===== src/rtl/riscv_mdu_iter_if.sv =====
// Issue/write-back bundle between the control unit and the iterative MDU.
// The CPU side drives issue and abort; the MDU drives status and write-back.
interface riscv_mdu_iter_if;
    logic        start;
    logic [2:0]  funct3;
    logic [31:0] rs1_data;
    logic [31:0] rs2_data;
    logic [4:0]  rd_addr;
    logic        kill;
    logic        busy;
    logic        done;
    logic [31:0] result;
    logic [4:0]  wt_addr;
    logic        reg_write;

    modport slave (
        input  start, funct3, rs1_data, rs2_data, rd_addr, kill,
        output busy, done, result, wt_addr, reg_write
    );

    modport master (
        output start, funct3, rs1_data, rs2_data, rd_addr, kill,
        input  busy, done, result, wt_addr, reg_write
    );
endinterface


===== src/rtl/riscv_mdu_iter.sv =====
// Iterative RV32M multiply/divide unit: 32-step shift-add multiplier and
// restoring divider on magnitudes, with sign correction and the RV32M
// divide-by-zero / signed-overflow results applied at the end.
module riscv_mdu_iter #(
    parameter bit EARLY_SPECIAL = 1'b1
) (
    input  logic                  clk,
    input  logic                  rst,
    riscv_mdu_iter_if.slave       bus
);

    typedef enum logic [2:0] {
        IDLE,
        PREP,
        CALC,
        FIX,
        DONE
    } state_e;

    state_e      state_q, state_d;

    // Latched issue operands, held for the whole operation.
    logic [2:0]  op_q;
    logic [31:0] a_q;
    logic [31:0] b_q;
    logic [4:0]  rd_q;

    // Iteration datapath: opa_q is the left-shifting multiplicand / dividend
    // source, opb_q the right-shifting multiplier or the fixed divisor.
    logic [63:0] opa_q;
    logic [31:0] opb_q;
    logic [63:0] acc_q;
    logic [4:0]  cnt_q;

    logic [31:0] result_q;
    logic [4:0]  wt_addr_q;

    logic        accept;
    logic        is_div;
    logic        a_signed_op, b_signed_op;
    logic        a_neg, b_neg;
    logic        div_zero, div_ovf, special;
    logic [32:0] rem_sh;
    logic [33:0] diff;
    logic [63:0] acc_step;
    logic [63:0] prod;
    logic [31:0] quo_s, rem_s;
    logic [31:0] fix_res;

    assign accept = (state_q == IDLE) && bus.start && !bus.kill;
    assign is_div = op_q[2];

    // MULH, MULHSU, DIV, REM treat A as signed; MULH, DIV, REM treat B as signed.
    assign a_signed_op = (op_q == 3'b001) || (op_q == 3'b010) ||
                         (op_q == 3'b100) || (op_q == 3'b110);
    assign b_signed_op = (op_q == 3'b001) || (op_q == 3'b100) || (op_q == 3'b110);
    assign a_neg       = a_signed_op && a_q[31];
    assign b_neg       = b_signed_op && b_q[31];

    assign div_zero = is_div && (b_q == 32'd0);
    assign div_ovf  = is_div && !op_q[0] && (a_q == 32'h8000_0000) && (b_q == 32'hFFFF_FFFF);
    assign special  = div_zero || div_ovf;

    // One iteration step: restoring-divide trial subtract or shift-add multiply.
    always_comb begin
        // NOTE: every always_comb output gets a default first so no path can infer a latch.
        acc_step = acc_q;
        rem_sh   = {acc_q[63:32], opa_q[31]};
        diff     = {1'b0, rem_sh} - {2'b00, opb_q};
        if (is_div) begin
            if (!diff[33]) begin
                acc_step = {diff[31:0], acc_q[30:0], 1'b1};
            end else begin
                acc_step = {rem_sh[31:0], acc_q[30:0], 1'b0};
            end
        end else if (opb_q[0]) begin
            acc_step = acc_q + opa_q;
        end
    end

    // Sign correction and result selection, including the fixed special results.
    always_comb begin
        prod    = (a_neg ^ b_neg) ? -acc_q : acc_q;
        quo_s   = (a_neg ^ b_neg) ? -acc_q[31:0] : acc_q[31:0];
        rem_s   = a_neg ? -acc_q[63:32] : acc_q[63:32];
        fix_res = 32'd0;
        case (op_q)
            3'b000:                 fix_res = prod[31:0];
            3'b001, 3'b010, 3'b011: fix_res = prod[63:32];
            3'b100, 3'b101: begin
                if (div_zero)     fix_res = 32'hFFFF_FFFF;
                else if (div_ovf) fix_res = 32'h8000_0000;
                else              fix_res = quo_s;
            end
            default: begin
                if (div_zero)     fix_res = a_q;
                else if (div_ovf) fix_res = 32'd0;
                else              fix_res = rem_s;
            end
        endcase
    end

    // Next-state logic; kill returns to IDLE from anywhere and wins over start.
    always_comb begin
        state_d = state_q;
        case (state_q)
            IDLE: if (accept) state_d = PREP;
            PREP: state_d = (EARLY_SPECIAL && special) ? FIX : CALC;
            CALC: if (cnt_q == 5'd31) state_d = FIX;
            FIX:  state_d = DONE;
            DONE: state_d = IDLE;
            default: state_d = IDLE;
        endcase
        if (bus.kill) begin
            state_d = IDLE;
        end
    end

    // State register.
    always_ff @(posedge clk or posedge rst) begin
        // NOTE: sequential state uses non-blocking assignments so all registers update together.
        if (rst) state_q <= IDLE;
        else     state_q <= state_d;
    end

    // Operand latch, iteration datapath and write-back registers.
    always_ff @(posedge clk or posedge rst) begin
        if (rst) begin
            op_q      <= 3'd0;
            a_q       <= 32'd0;
            b_q       <= 32'd0;
            rd_q      <= 5'd0;
            opa_q     <= 64'd0;
            opb_q     <= 32'd0;
            acc_q     <= 64'd0;
            cnt_q     <= 5'd0;
            result_q  <= 32'd0;
            wt_addr_q <= 5'd0;
        end else begin
            if (accept) begin
                op_q <= bus.funct3;
                a_q  <= bus.rs1_data;
                b_q  <= bus.rs2_data;
                rd_q <= bus.rd_addr;
            end
            case (state_q)
                PREP: begin
                    opa_q <= {32'd0, (a_neg ? -a_q : a_q)};
                    opb_q <= b_neg ? -b_q : b_q;
                    acc_q <= 64'd0;
                    cnt_q <= 5'd0;
                end
                CALC: begin
                    acc_q <= acc_step;
                    opa_q <= opa_q << 1;
                    if (!is_div) opb_q <= opb_q >> 1;
                    cnt_q <= cnt_q + 5'd1;
                end
                FIX: begin
                    if (!bus.kill) begin
                        result_q  <= fix_res;
                        wt_addr_q <= rd_q;
                    end
                end
                default: ;
            endcase
        end
    end

    assign bus.busy      = (state_q != IDLE);
    assign bus.done      = (state_q == DONE);
    assign bus.result    = result_q;
    assign bus.wt_addr   = wt_addr_q;
    assign bus.reg_write = bus.done && (wt_addr_q != 5'd0);

endmodule


===== src/flat_wrapper.sv =====
// flat-port wrapper written by rule: the top's interface ports become plain ports
module riscv_mdu_iter_flat 
#(
    parameter bit EARLY_SPECIAL = 1'b1
)
  (clk, rst, bus_start, bus_funct3, bus_rs1_data, bus_rs2_data, bus_rd_addr, bus_kill, bus_busy, bus_done, bus_result, bus_wt_addr, bus_reg_write);
  riscv_mdu_iter_if bus_i ();
  input  logic clk;
  input  logic rst;
  input wire logic [$bits(bus_i.start)-1:0] bus_start;
  input wire logic [$bits(bus_i.funct3)-1:0] bus_funct3;
  input wire logic [$bits(bus_i.rs1_data)-1:0] bus_rs1_data;
  input wire logic [$bits(bus_i.rs2_data)-1:0] bus_rs2_data;
  input wire logic [$bits(bus_i.rd_addr)-1:0] bus_rd_addr;
  input wire logic [$bits(bus_i.kill)-1:0] bus_kill;
  output wire logic [$bits(bus_i.busy)-1:0] bus_busy;
  output wire logic [$bits(bus_i.done)-1:0] bus_done;
  output wire logic [$bits(bus_i.result)-1:0] bus_result;
  output wire logic [$bits(bus_i.wt_addr)-1:0] bus_wt_addr;
  output wire logic [$bits(bus_i.reg_write)-1:0] bus_reg_write;
  assign bus_i.start = bus_start;
  assign bus_i.funct3 = bus_funct3;
  assign bus_i.rs1_data = bus_rs1_data;
  assign bus_i.rs2_data = bus_rs2_data;
  assign bus_i.rd_addr = bus_rd_addr;
  assign bus_i.kill = bus_kill;
  assign bus_busy = bus_i.busy;
  assign bus_done = bus_i.done;
  assign bus_result = bus_i.result;
  assign bus_wt_addr = bus_i.wt_addr;
  assign bus_reg_write = bus_i.reg_write;
  riscv_mdu_iter #(.EARLY_SPECIAL(EARLY_SPECIAL)) u_core (.clk(clk), .rst(rst), .bus(bus_i));
endmodule

===== config.mk =====
export PLATFORM = sky130hd
export DESIGN_NAME = riscv_mdu_iter_flat
export DESIGN_NICKNAME = d
export VERILOG_FILES = /design/src/rtl/riscv_mdu_iter_if.sv /design/src/rtl/riscv_mdu_iter.sv /design/src/flat_wrapper.sv
export SDC_FILE = /design/constraint.sdc
export NUM_CORES = 1
export LEC_CHECK = 0
export BUFFER_PORTS_ARGS = -buffer_cell sky130_fd_sc_hd__buf_2
export CAP_MARGIN = 20
export CORE_AREA = 3 3 314 192
export DETAILED_ROUTE_END_ITERATION = 16
export DIE_AREA = 0 0 317 195
export PLACE_DENSITY_LB_ADDON = 0.25
export SYNTH_ARGS = -nofsm -noshare
export SYNTH_HDL_FRONTEND = slang
export SYNTH_SLANG_ARGS = --single-unit

===== constraint.sdc =====
create_clock -name clk -period 10 [get_ports clk]
set_clock_uncertainty 0.2 [all_clocks]
set_input_delay 2 -clock clk [delete_from_list [all_inputs] [get_ports clk]]
set_output_delay 2 -clock clk [all_outputs]
set_load 0.01 [all_outputs]

Yosys cells after proc, flatten, opt, wreduce, memory -nomap -nowiden
Cells that the tools add are included.
{"block": "totals", "latchBits": 0, "inputBits": 76, "register_bits": 277, "ramBits": 0, "out_inout_bits": 40, "mem_bits_ro": 0, "n_memories": 0, "wordCells": 90}
{"block": "op_classes", "n_addsub": 8, "mux": 23, "bitwise_logic": 2, "shift": 0, "n_div": 0, "order_cmp": 0, "n_reduce_logical": 29, "n_mul": 0, "eq_ne": 17}
{"cell": "$mux W32", "count": 9}
{"cell": "$mux W64", "count": 4}
{"cell": "$pmux W64 S2", "count": 2}
{"cell": "$neg A32 Y32", "count": 4}
{"cell": "$pmux W32 S3", "count": 1}
{"cell": "$add A64 B64 Y64", "count": 1}
{"cell": "$eq A32 B32 Y1 const B", "count": 2}
{"cell": "$neg A64 Y64", "count": 1}
{"cell": "$pmux W32 S2", "count": 1}
{"cell": "$sub A33 B32 Y34", "count": 1}
{"cell": "$logic_not A32 Y1", "count": 1}
{"cell": "$eq A3 B2 Y1 const B", "count": 4}
{"cell": "$eq A3 B3 Y1 const B", "count": 4}
{"cell": "$pmux W3 S4", "count": 1}
{"cell": "$pmux W5 S2", "count": 1}
{"cell": "$logic_and A1 B1 Y1", "count": 9}
{"cell": "$mux W3", "count": 3}
{"cell": "$reduce_and A2 Y1", "count": 4}
{"cell": "$eq A3 B1 Y1 const B", "count": 2}
{"cell": "$logic_not A3 Y1", "count": 2}
{"cell": "$logic_or A1 B1 Y1", "count": 6}
{"cell": "$ne A3 B2 Y1 const B", "count": 2}
{"cell": "$add A5 B1 Y5 const B", "count": 1}
{"cell": "$eq A5 B5 Y1 const B", "count": 1}
{"cell": "11 further kinds", "count": 12}

Longest topological paths before layout
{"block": "logic_depth", "ltp_word": 10, "ltp_mapped": 16, "ltp_nobuf": 15}

Worst setup path before layout
Ideal clock, no wire load.
{"block": "synth_timing", "path_kind": "reg-to-reg", "startpoint": "register u_core.acc_q[1]", "endpoint": "register u_core.acc_q[61]", "setup_ns": 0.126, "arrival_ns": 3.345, "n_path_buf": 0, "path_stages_with_launch": 13, "slack_ns": 6.329, "path_cell_list": "dfrtp_1 ha_1 a211oi_1 o21ai_1 a21oi_1 nor3_1 o41ai_1 o21ai_1 a221oi_1 o41ai_1 a311oi_1 xnor2_1 a221o_1"}
{"block": "synth_via", "elab_chain_len": 4}
{"element": "from (decl)", "line_no": "riscv_mdu_iter.sv:32", "text": "logic [63:0] acc_q;"}
{"element": "from (signal assigned)", "line_no": "riscv_mdu_iter.sv:154", "text": "acc_q <= acc_step;"}
{"element": "$add A64 B64 Y64", "line_no": "riscv_mdu_iter.sv:77", "text": "acc_step = acc_q + opa_q;"}
{"element": "$mux W64", "line_no": "riscv_mdu_iter.sv:76", "text": "end else if (opb_q[0]) begin"}
{"element": "$mux W64", "line_no": "riscv_mdu_iter.sv:70", "text": "if (is_div) begin"}
{"element": "$pmux W64 S2", "line_no": "riscv_mdu_iter.sv:146", "text": "case (state_q)"}
No other way between the ends. The select of a mux whose other input is x is not followed.
A chain may end at the register's enable or synchronous reset.

Worst setup path in the final report
{"block": "layout_timing", "startpoint": "register u_core.acc_q[0]", "endpoint": "register u_core.acc_q[62]"}
The elaborated chain is that of the path after synthesis.

==> impl_metrics.csv <==
group,metric,value,unit
synthesis,synthFlopType,"dfrtp_1",
synthesis,netlist-cell-type-count,74,
global_route,grt_pass1_wl,117000,µm
timing,fin_crit,4.84,ns
timing,period_share,48.4,%
placement,gp_congestion,0.990,
floorplanning,pin_count,116,
route,drt-initial-drc-count,2296,
timing,hold_viol,0,
finish,drive_gt1_share,12.6,%
power,power.density,327,mW/mm²
synthesis,async_flop_share,100,%
synthesis,yosysTopAreaCell,"dfrtp_1",
critical_path,crit_end,"u_core.acc_q[62]",
critical_path,critPathMaxFanout,7,
global_route,grt_usage,24.4,%
clock_network,clock_sinks,277,
power,p_leak,10.3,nW
global_route,grt_max_degree,144,
critical_path,r2r-start,"u_core.acc_q[0]",
timing,setup_viol,0,
synthesis,synthTopCellsByArea,"dfrtp_1, ha_1, o21ai_0, xor2_1, xnor2_1",
synthesis,synth_top_area_share,33.4,%
critical_path,cp_slowest_cell,"a311oi_1",
timing,rsz0062_at_grt,"false",
critical_path,r2r_cells,14,
status,violations,"design-rule violations",
synthesis,ys_warn_count,0,
timing,maxSlewHeadroom,19.6,%
clock_network,cts_resized,0,
critical_path,worstSetupStartpoint,"u_core.acc_q[0]",
synthesis,syn_inst,2459,
synthesis,synth_nets,2639,
floorplanning,dieWidth,317,µm
timing,fin_tns_setup,0,ns
route,vias_per_cell,5.95,
timing,finalMaxSlewViolations,0,
critical_path,path_cells,"ha_1, inv_1, fa_1, nor2b_1, o31ai_1, a31oi_1, o31ai_1, a2111oi_0, o21ai_0, nand2_1, a311oi_1, o21ai_0, mux2i_1, a32o_1",
placement,hpwl,57800,µm
synthesis,synth.top_cells.by_count,"dfrtp_1, nand2_1, o21ai_0",
clock_network,numCtsBuffers,31,
critical_path,cp-end-kind,"flop",
critical_path,worst-path-stages,14,
run,drv_cap,0,
synthesis,yosysMostFrequentCell,"dfrtp_1",
finish,nNetsFinal,2655,
global_route,grt_pass1_vias,18200,
placement,portBuffers,115,
critical_path,crit_family,"compound AO/OA/AOI/OAI gates",
route,dr.pass1.iters,14,
global_route,overflow,0,
worst_hold_path,hold_path_class,"reg -> reg",
finish,area.growth.synth_to_final,11.4,%
power,irDropWorstVdd,0.160,mV
clock_network,path_clk_slew,0.07,ns
synthesis,synth_seq_area_share,33.4,%
clock_network,cts-root-buf,"clkbuf_16",
clock_network,clk_path_buf_depth,3,
critical_path,cp_slowest_stage_delay,0.72,ns
critical_path,rrSetupSlack,5.16,ns
critical_path,r2r_end,"u_core.acc_q[62]",
timing,worst_slew_pin_slew,1.21,ns
floorplanning,coreArea,0.0574,mm²
critical_path,cp.arrival,5.12,ns
floorplanning,rows,68,
critical_path,required,10.29,ns
finish,fill_cells,5834,
clock_network,cts_tree,"yes",
clock_network,cts_htree_levels,1,
floorplanning,fp.dieH,195,µm
critical_path,path_buf_inv,1,
synthesis,synth-seq-cells,277,
synthesis,synth.avg_cell_area,8.44,µm²
clock_network,ctsHoldBuffers,0,
timing,max_freq,0.207,GHz
route,totalWireLength,76600,µm
synthesis,synth-edff-count,0,
floorplanning,start_util,36.1,%
clock_network,clk_latency,0.60,ns
critical_path,cp-start-kind,"flop",
global_route,antenna_found_initial,4,
clock_network,postCtsSetupBuffers,0,
power,power,7.56,mW
route,num_vias,19400,
route,postRouteAntennaNets,0,
route,avgRoutedWirePerCell,23.4,µm
synthesis,synth_area,0.0207,mm²
route,drc,1,
status,status,"finished, violations left",
floorplanning,dieArea,0.0618,mm²
critical_path,criticalPathCategory,"reg -> reg",
kinds of logic (layout without fill, tap and decap cells):
kind of cell    Yosys count  count (layout)  share of synthesized area, %
flops                   277             277                          33.4
simple gates            681             681                          15.1
fa+ha+maj               104             104                          6.34
mux                      88              88                          4.72
compound gates          836             836                          26.1
xor+xnor                236             236                          9.96
buf+inv                 237             277                          4.40
other cells               0               1                             0
worst min path at each step:
| stage | start | to | slack [ns] | cells past startpoint |
|---|---|---|---|---|
| 2_1_floorplan | u_core.cnt_q[3] | u_core.cnt_q[3] | 0.25 | 1 |
| 3_3_place_gp | u_core.bus.result[9] | u_core.bus.result[9] | 0.27 | 2 |
| 3_5_place_dp | u_core.bus.result[7] | u_core.bus.result[7] | 0.27 | 2 |
| 4_1_cts | u_core.bus.result[7] | u_core.bus.result[7] | 0.28 | 2 |
| 5_1_grt | u_core.bus.result[6] | u_core.bus.result[6] | 0.30 | 2 |
| 6_report | u_core.bus.result[7] | u_core.bus.result[7] | 0.28 | 2 |
layout by cell type (no fill, tap or decap), types with 25 or more instances in the layout:
cell type,synthesis,final
dfrtp_1,277,276
nand2_1,270,270
o21ai_0,226,226
a21oi_1,187,185
nor2_1,165,164
xor2_1,120,120
xnor2_1,116,116
buf_2,7,115
ha_1,102,102
mux2_2,78,78
inv_1,70,69
o31ai_1,65,65
nor3_1,62,60
a21o_1,58,56
a22o_1,48,48
a22oi_1,40,40
buf_4,0,33
a211oi_1,32,32
nand4_1,31,31
clkbuf_16,0,31
or3_1,27,27
nand3_1,28,26
a221oi_1,25,25
worst register-to-register path, stage by stage (launching register included):
cell and delay, ns:
dfrtp_1 0.47, ha_1 0.28, inv_1 0.10, fa_1 0.22, nor2b_1 0.07, o31ai_1 0.36, a31oi_1 0.21, o31ai_1 0.62
a2111oi_0 0.26, o21ai_0 0.37, nand2_1 0.18, a311oi_1 0.72, o21ai_0 0.26, mux2i_1 0.16, a32o_1 0.24
routing by layer:
metal | global-route usage, % | share of wire (%) | up-vias
met3 | 10.1 | 13 | 95
met5 | 0 | 0.026 | -
li1 | - | - | 9002
met1 | 39.5 | 50 | 9488
met2 | 29.1 | 35 | 859
met4 | 3.85 | 1.7 | 4
per-stage QoR:
step	worst slack, ns	util (%)	hold WS [ns]	std cells	area [µm²]
final	5.16	40.2	0.282	3270	23100
after global routing	4.76	40.2	0.304	3270	23100
after detailed placement	5.22	38.3	0.271	3212	22000
after CTS	5.21	40.2	0.285	3269	23100
after floorplan	0.163	-	0.249	2459	20700
after global placement	5.27	38.3	0.265	3212	22000
area by class of cell:
type,count,area (µm²),area share [%]
Antenna cell,1,2.50,0.0108
Clock buffer,37,828,3.58
Clock inverter,20,282,1.22
Inverter,71,274,1.19
Multi-Input combinational cell,1945,13000,56.2
Sequential cell,277,6930,30.0
Tap cell,770,963,4.17
Timing Repair Buffer,149,843,3.65
power by group:
part | switching [mW] | total [mW] | internal [mW]
Clock | 0.517 | 1.26 | 0.747
Combinational | 2.78 | 4.34 | 1.56
Sequential | 0.524 | 1.96 | 1.43
state kept, by name, indices dropped and copies added (netlist names):
| register | flops |
|---|---|
| u_core.opb_q | 32 |
| u_core.bus.result | 32 |
| u_core.op_q | 3 |
| u_core.rd_q | 5 |
| u_core.acc_q | 64 |
| u_core.state_q | 3 |
| u_core.a_q | 32 |
| u_core.cnt_q | 5 |
| u_core.b_q | 32 |
| u_core.bus.wt_addr | 5 |
| u_core.opa_q | 64 |
No activity file was read; power rests on OpenSTA's default activity.
